## src/rtl/kb_arb_pkg.sv

```systemverilog
// Shared types and constants for the kb_arbiter block: FSM state encoding,
// command width, default requester count and the kb cell update rule.
package kb_arb_pkg;

  localparam int KB_CMD_W    = 3;
  localparam int KB_NREQ_DEF = 4;

  typedef enum logic [1:0] {
    ST_IDLE    = 2'd0,
    ST_ISSUE   = 2'd1,
    ST_CAPTURE = 2'd2
  } arb_state_e;

  // {K,B}: 00 toggle, 01 clear, 10 set, 11 hold.
  function automatic logic kb_next(input logic q, input logic k, input logic b);
    case ({k, b})
      2'b00:   kb_next = ~q;
      2'b01:   kb_next = 1'b0;
      2'b10:   kb_next = 1'b1;
      default: kb_next = q;
    endcase
  endfunction

endpackage

```

## src/rtl/kb_arbiter_cell.sv

```systemverilog
// Single kb storage cell (toggle/clear/set/hold) with asynchronous
// active-low clear.
module kb_cell
  import kb_arb_pkg::*;
(
  input  logic clk,
  input  logic rst_n,
  input  logic k,
  input  logic b,
  output logic q
);

  logic q_q;

  always_ff @(posedge clk or negedge rst_n) begin
    if (!rst_n) begin
      q_q <= 1'b0;
    end else begin
      q_q <= kb_next(q_q, k, b);
    end
  end

  assign q = q_q;

endmodule

```

## src/rtl/kb_arbiter.sv

```systemverilog
// Arbitrates NREQ requesters onto a pair of kb cells and reports the result.
// Round-robin by default; define KB_ARB_FIXED_PRIO_EN for lowest-index-wins.
module kb_arbiter
  import kb_arb_pkg::*;
#(
  parameter int NREQ  = KB_NREQ_DEF,
  parameter int CMD_W = KB_CMD_W
) (
  input  logic                    clk,
  input  logic                    rst_n,
  input  logic [NREQ-1:0]         req,
  input  logic [NREQ*CMD_W-1:0]   cmd,
  output logic [NREQ-1:0]         gnt,
  output logic                    busy,
  output logic                    rsp_valid,
  output logic [$clog2(NREQ)-1:0] rsp_id,
  output logic [1:0]              rsp_q,
  output logic                    rsp_z
);

  localparam int IDX_W = $clog2(NREQ);

  // gnt and rsp_valid are one-cycle strobes with no back-pressure: a grant
  // is accepted the cycle it is shown, and the response for it is strobed
  // exactly two cycles later; rsp_* hold their value until the next strobe.

  arb_state_e        state_q, state_d;
  logic              grant_en;
  logic              sel_found;
  logic [IDX_W-1:0]  sel_idx;
  logic [CMD_W-1:0]  cmd_q;
  logic [IDX_W-1:0]  id_q;
  logic [IDX_W-1:0]  rsp_id_q;
  logic [1:0]        rsp_q_q;
  logic              rsp_z_q;
  logic              k0, b0, k1, b1;
  logic              q0, q1;
  logic              q0_nxt, q1_nxt;

`ifndef KB_ARB_FIXED_PRIO_EN
  logic [IDX_W-1:0]  ptr_q;
`endif

  always_comb begin
    logic [IDX_W:0]   sum;
    logic [IDX_W-1:0] idx;
    sel_found = 1'b0;
    sel_idx   = '0;
    sum       = '0;
    idx       = '0;
    for (int i = 0; i < NREQ; i++) begin
`ifdef KB_ARB_FIXED_PRIO_EN
      sum = (IDX_W+1)'(i);
`else
      sum = {1'b0, ptr_q} + (IDX_W+1)'(i);
      if (sum >= (IDX_W+1)'(NREQ)) begin
        sum = sum - (IDX_W+1)'(NREQ);
      end
`endif
      idx = sum[IDX_W-1:0];
      if (!sel_found && req[idx]) begin
        sel_found = 1'b1;
        sel_idx   = idx;
      end
    end
  end

  always_comb begin
    state_d  = state_q;
    grant_en = 1'b0;
    case (state_q)
      ST_IDLE: begin
        if (sel_found) begin
          state_d  = ST_ISSUE;
          grant_en = 1'b1;
        end
      end
      ST_ISSUE:   state_d = ST_CAPTURE;
      ST_CAPTURE: state_d = ST_IDLE;
      default:    state_d = ST_IDLE;
    endcase
  end

  // Cells only move on the edge leaving ISSUE; every other cycle they hold.
  always_comb begin
    k0 = 1'b1;
    b0 = 1'b1;
    k1 = 1'b1;
    b1 = 1'b1;
    if (state_q == ST_ISSUE) begin
      k0 = ~(cmd_q[0] | cmd_q[1]) & ~cmd_q[2];
      b0 = cmd_q[1];
      k1 = ~cmd_q[2];
      b1 = (~cmd_q[0] | cmd_q[1]) ^ cmd_q[2];
    end
  end

  assign q0_nxt = kb_next(q0, k0, b0);
  assign q1_nxt = kb_next(q1, k1, b1);

  kb_cell u_cell0 (
    .clk   (clk),
    .rst_n (rst_n),
    .k     (k0),
    .b     (b0),
    .q     (q0)
  );

  kb_cell u_cell1 (
    .clk   (clk),
    .rst_n (rst_n),
    .k     (k1),
    .b     (b1),
    .q     (q1)
  );

  always_ff @(posedge clk or negedge rst_n) begin
    if (!rst_n) begin
      state_q  <= ST_IDLE;
      cmd_q    <= '0;
      id_q     <= '0;
      rsp_id_q <= '0;
      rsp_q_q  <= '0;
      rsp_z_q  <= 1'b0;
    end else begin
      state_q <= state_d;
      if (grant_en) begin
        cmd_q <= cmd[int'(sel_idx)*CMD_W +: CMD_W];
        id_q  <= sel_idx;
      end
      if (state_q == ST_ISSUE) begin
        rsp_id_q <= id_q;
        rsp_q_q  <= {q1_nxt, q0_nxt};
        rsp_z_q  <= ~(q1_nxt ^ q0_nxt);
      end
    end
  end

`ifndef KB_ARB_FIXED_PRIO_EN
  always_ff @(posedge clk or negedge rst_n) begin
    if (!rst_n) begin
      ptr_q <= '0;
    end else if (grant_en) begin
      ptr_q <= (sel_idx == IDX_W'(NREQ-1)) ? '0 : sel_idx + 1'b1;
    end
  end
`endif

  // The grant is combinational in IDLE, so it is masked while reset is held.
  always_comb begin
    gnt = '0;
    if (grant_en && rst_n) begin
      gnt[sel_idx] = 1'b1;
    end
  end

  assign busy      = (state_q != ST_IDLE);
  assign rsp_valid = (state_q == ST_CAPTURE);
  assign rsp_id    = rsp_id_q;
  assign rsp_q     = rsp_q_q;
  assign rsp_z     = rsp_z_q;

endmodule

```

## config.mk

```make
export PLATFORM = sky130hd
export DESIGN_NAME = kb_arbiter
export DESIGN_NICKNAME = d
export VERILOG_FILES = /design/src/rtl/kb_arb_pkg.sv /design/src/rtl/kb_arbiter_cell.sv /design/src/rtl/kb_arbiter.sv
export SDC_FILE = /design/constraint.sdc
export NUM_CORES = 1
export LEC_CHECK = 0
export ABC_AREA = 1
export CAP_MARGIN = 10
export CORE_MARGIN = 2
export CORE_UTILIZATION = 49
export CTS_CLUSTER_SIZE = 40
export DETAILED_ROUTE_END_ITERATION = 12
export PLACE_DENSITY_LB_ADDON = 0.08
export SYNTH_ARGS = -nofsm -noshare
export SYNTH_HDL_FRONTEND = slang
export SYNTH_SLANG_ARGS = --single-unit
```

## constraint.sdc

```tcl
create_clock -name clk -period 3.65 [get_ports clk]
set_input_delay 1.095 -clock clk [delete_from_list [all_inputs] [get_ports clk]]
set_output_delay 1.095 -clock clk [all_outputs]
set_load 0.005 [all_outputs]
```

==> parameters.txt <==
Parameter                              Value

Power and ir drop
  Leakage Power ... between 0.9 and 1 nW
  Power density over the cells ... 1098 nW/um2
  VDD IR-drop max ... about 0.91 mV

GRT
  Global-route total usage across every layer ... 0.2102
  First-pass GRT wire length ... between 4000 and 5000 um
  GRT Residual Overflow ... 0
  Initial antenna violation count ... 0
  Largest net degree at the start of global routing ... 17
  Number of global-route vias before repair ... roughly 1000

Finish
  Core utilization of the finished layout ... 0.7145
  Count of nets after finishing ... about 240
  Share of layout cells above drive strength 1 ... 0.3839
  Synthesis-to-layout area growth ... 40.87%
  Sequential cell area ... ~400 um2
  Ant. Diodes ... 0
  Area of the multi-input gates ... around 800 um2
  Fill cells ... 189

Timing
  Highest clock frequency the design can meet ... ~280 MHz
  Final setup viols ... 0
  Number of pins exceeding their max-slew limit in the final report ... 0
  Final-report hold violation count ... 0
  Minimum clock period ... around 3.6 ns
  Fraction of the cycle the final worst path needs ... 0.9747
  Clock skew after layout ... roughly 0.0017 ns
  Final setup TNS ... 0 ns
  Slew at the pin with the worst max-slew slack ... roughly 0.64 ns
  Rel. slew slack ... 0.5752

Worst setup path
  Startpoint of the worst-slack reg-to-reg timing path ... ptr_q[0]
  R2R depth ... 13
  Crit-path cells ... clkdlybuf4s15_1 -> inv_2 -> nand2_4 -> nand3_4 -> nand2_4 -> nor2_8 -> nand3_2 -> nand3_2 -> nand2_4 -> inv_2 -> ha_1 -> inv_1 -> nor2_1 -> buf_2
  Slowest-stage cell, CP ... sky130_fd_sc_hd__clkdlybuf4s15_1
  Cell mode on critical path ... sky130_fd_sc_hd__nand2_4
  Launching element of the worst setup path ... req[1]
  Worst Path Required ... ~2.6 ns
  Crit Reg-Reg Endpoint ... cmd_q[0]
  Max incr delay on CP ... ~0.2 ns
  Kind of end point of the critical path ... output pin
  WS Path Type ... in -> out
  Critical path fanouts, max ... 4
  Destination of the critical timing path ... gnt[3]
  Startpoint type of the worst setup path ... primary input
  Arrival time of data at the critical path endpoint ... 2.46 ns
  Reg2Reg Setup Slack ... about 1.5 ns

Clock tree
  Number of CTS-inserted buffers ... 3
  Bufs on Longest Clock Path ... 2
  Latest clock arrival within the worst-skew pair ... between 0.2 and 0.3 ns
  Clock Pin Slew Worst Setup and Hold Paths ... approximately 0.080 ns
  Root Driver ... sky130_fd_sc_hd__clkbuf_4
  Clock sink total ... 16
  Number of hold-repair buffers added at the cts stage ... 0
  H-tree level count ... 1
  TritonCTS clock tree ... done

Synthesis
  Cell taking the most area after synthesis ... sky130_fd_sc_hd__dfrtp_1
  Number of warnings issued by yosys ... 0
  Syn Nets ... 187
  Most used standard cell by instance count after synthesis ... sky130_fd_sc_hd__nand2_1
  Gate count after technology mapping ... 165
  EDFF count, synth ... 0
  Fraction of registers with async set/reset ... 1.000
  Cell area after synthesis ... roughly 1200 um2
  Count of unique library cells instantiated by Yosys ... 26
  Sequential-to-total area share from yosys stat ... 0.3245
  Mapped Avg Cell Area ... ~7.5 um2
  List of most frequent post-synthesis cells ... sky130_fd_sc_hd__nand2_1 (61), sky130_fd_sc_hd__inv_1 (19), sky130_fd_sc_hd__dfrtp_1 (16)
  Number of synthesized register bits ... 16
  Area contributors post-synth ... sky130_fd_sc_hd__dfrtp_1 (32%), sky130_fd_sc_hd__nand2_1 (19%), sky130_fd_sc_hd__nand2_4 (6.4%), sky130_fd_sc_hd__inv_1 (5.8%), sky130_fd_sc_hd__nand3_2 (4.9%)
  Top cell type's share of synthesized area ... 0.3245
  Dominant register cell in the synthesized netlist ... sky130_fd_sc_hd__dfrtp_1

Drt
  Avg WL per Cell ... around 11 um
  Total number of vias ... ~1200
  Number of vias per cell after detailed routing ... around 5.0
  Count of TritonRoute iterations in the first routing pass ... 4
  Number of nets still failing antenna checks after routing ... 0
  DRC violations left ... 0
  Number of DRC markers in iteration 0 ... 20
  Post-Route WL ... 2771 um

Flow run
  Max-cap violations ... 0

Placement
  Placer Congestion ... roughly 0.83
  Number of input and output port buffers inserted ... 28
  DP HPWL ... roughly 2200 um

Worst hold path
  Instance count along the most critical hold path ... 2
  Hold crit path type ... reg -> reg

Die
  Area of the die ... about 2900 um2
  FP Rows ... 18
  Std-Cell Core Area ... ~2400 um2
  Overall die height ... about 54 um
  I/O pins ... 29
  Die width ... 54.18 um
  Starting density of the core ... 0.5072

Status
  Run status ... completed
[final cells by class]
class | instances | share of cell area
inverters | 24 | 0.05832
repair buffers | 44 | 0.2131
clock buffers | 3 | 0.01296
flip-flops and latches | 16 | 0.2304
well taps | 30 | 0.02160
multi-input cells | 124 | 0.4636
[metal layers]
metal  vias to the layer above  routed length (um)  share of wire  track usage
met1                       555                1175           0.42       0.2496
met2                        24                1447           0.52       0.3715
met5                         -                   0              0            0
met3                         5                  98          0.035      0.03333
met4                         0                  48          0.017      0.08750
li1                        611                   -              -            -
[sequential cells by signal (all words and copies together), names as in the netlist]
name and flops:
rsp_z 1, u_cell1.q 1, rsp_id 2, rsp_q 2, cmd_q 3, state_q 2
u_cell0.q 1, ptr_q 2, id_q 2
[power breakdown]
part | leakage, nW | internal, mW | total [mW] | switching (mW)
Combinational | 0.703 | 0.645 | 1.46 | 0.814
Clock | 0.0138 | 0.0384 | 0.0905 | 0.0521
Sequential | 0.193 | 0.273 | 0.358 | 0.0852
Total | 0.910 | 0.956 | 1.91 | 0.952
[worst min path at each step]
| stage | end | startpoint | slack [ns] |
|---|---|---|---|
| 2_1_floorplan | u_cell0.q | u_cell0.q | 0.44 |
| 3_3_place_gp | rsp_id[0] | rsp_id[0] | 0.45 |
| 3_5_place_dp | rsp_id[0] | rsp_id[0] | 0.46 |
| 4_1_cts | rsp_id[0] | rsp_id[0] | 0.48 |
| 5_1_grt | rsp_id[0] | rsp_id[0] | 0.51 |
| 6_report | rsp_id[0] | rsp_id[0] | 0.47 |
[critical path, delay by kind of cell]
| kind | cells | cell delay (ns) |
|---|---|---|
| adders and majority gates | 1 | 0.13 |
| buffers and inverters | 5 | 0.50 |
| and+or+nand+nor | 8 | 0.75 |
[metrics by stage]
stage / setup slack, ns / total power [mW] / hold WS, ns / area (um2) / std cells
finish: 0.09218 / 1.908 / 0.4740 / 1738 / 241
global placement: -0.5416 / 1.629 / 0.4530 / 1630 / 234
CTS: -0.02613 / 1.843 / 0.4814 / 1695 / 239
detailed placement: -0.6289 / 1.673 / 0.4626 / 1630 / 234
global route: -0.01073 / 2.094 / 0.5141 / 1738 / 241
floorplan: 0.3781 / 1.231 / 0.4439 / 1234 / 165
[logic make-up (layout without fill, tap and decap cells)]
group / after synthesis / count (layout) / share of synthesized area
flops: 16 / 16 / 0.3245
fa+ha+maj: 4 / 4 / 0.04057
buf+inv: 25 / 71 / 0.09128
compound gates: 10 / 10 / 0.04666
simple gates: 109 / 109 / 0.4899
xor+xnor: 1 / 1 / 0.007101
[timing repair]
| item | 4_1_cts | 5_1_grt |
|---|---|---|
| buffers inserted | 2 | 2 |
| gates cloned | 0 | 0 |
| pin swaps | 12 | 9 |
| gates resized for setup | 34 | 19 |
| endpoints found under the setup margin | 4 | 4 |
[layout by cell type (no fill, tap or decap), types with 4 or more instances in the layout]
master	count
sky130_fd_sc_hd__buf_4	16
sky130_fd_sc_hd__clkdlybuf4s50_1	20
sky130_fd_sc_hd__dfrtp_1	16
sky130_fd_sc_hd__ha_1	4
sky130_fd_sc_hd__inv_1	12
sky130_fd_sc_hd__inv_2	9
sky130_fd_sc_hd__nand2_1	52
sky130_fd_sc_hd__nand2_2	15
sky130_fd_sc_hd__nand2_4	10
sky130_fd_sc_hd__nand3_2	8
sky130_fd_sc_hd__nand3_4	5
sky130_fd_sc_hd__nand4_1	6
sky130_fd_sc_hd__nor2_1	6
Power figures use the tool's default switching activity.
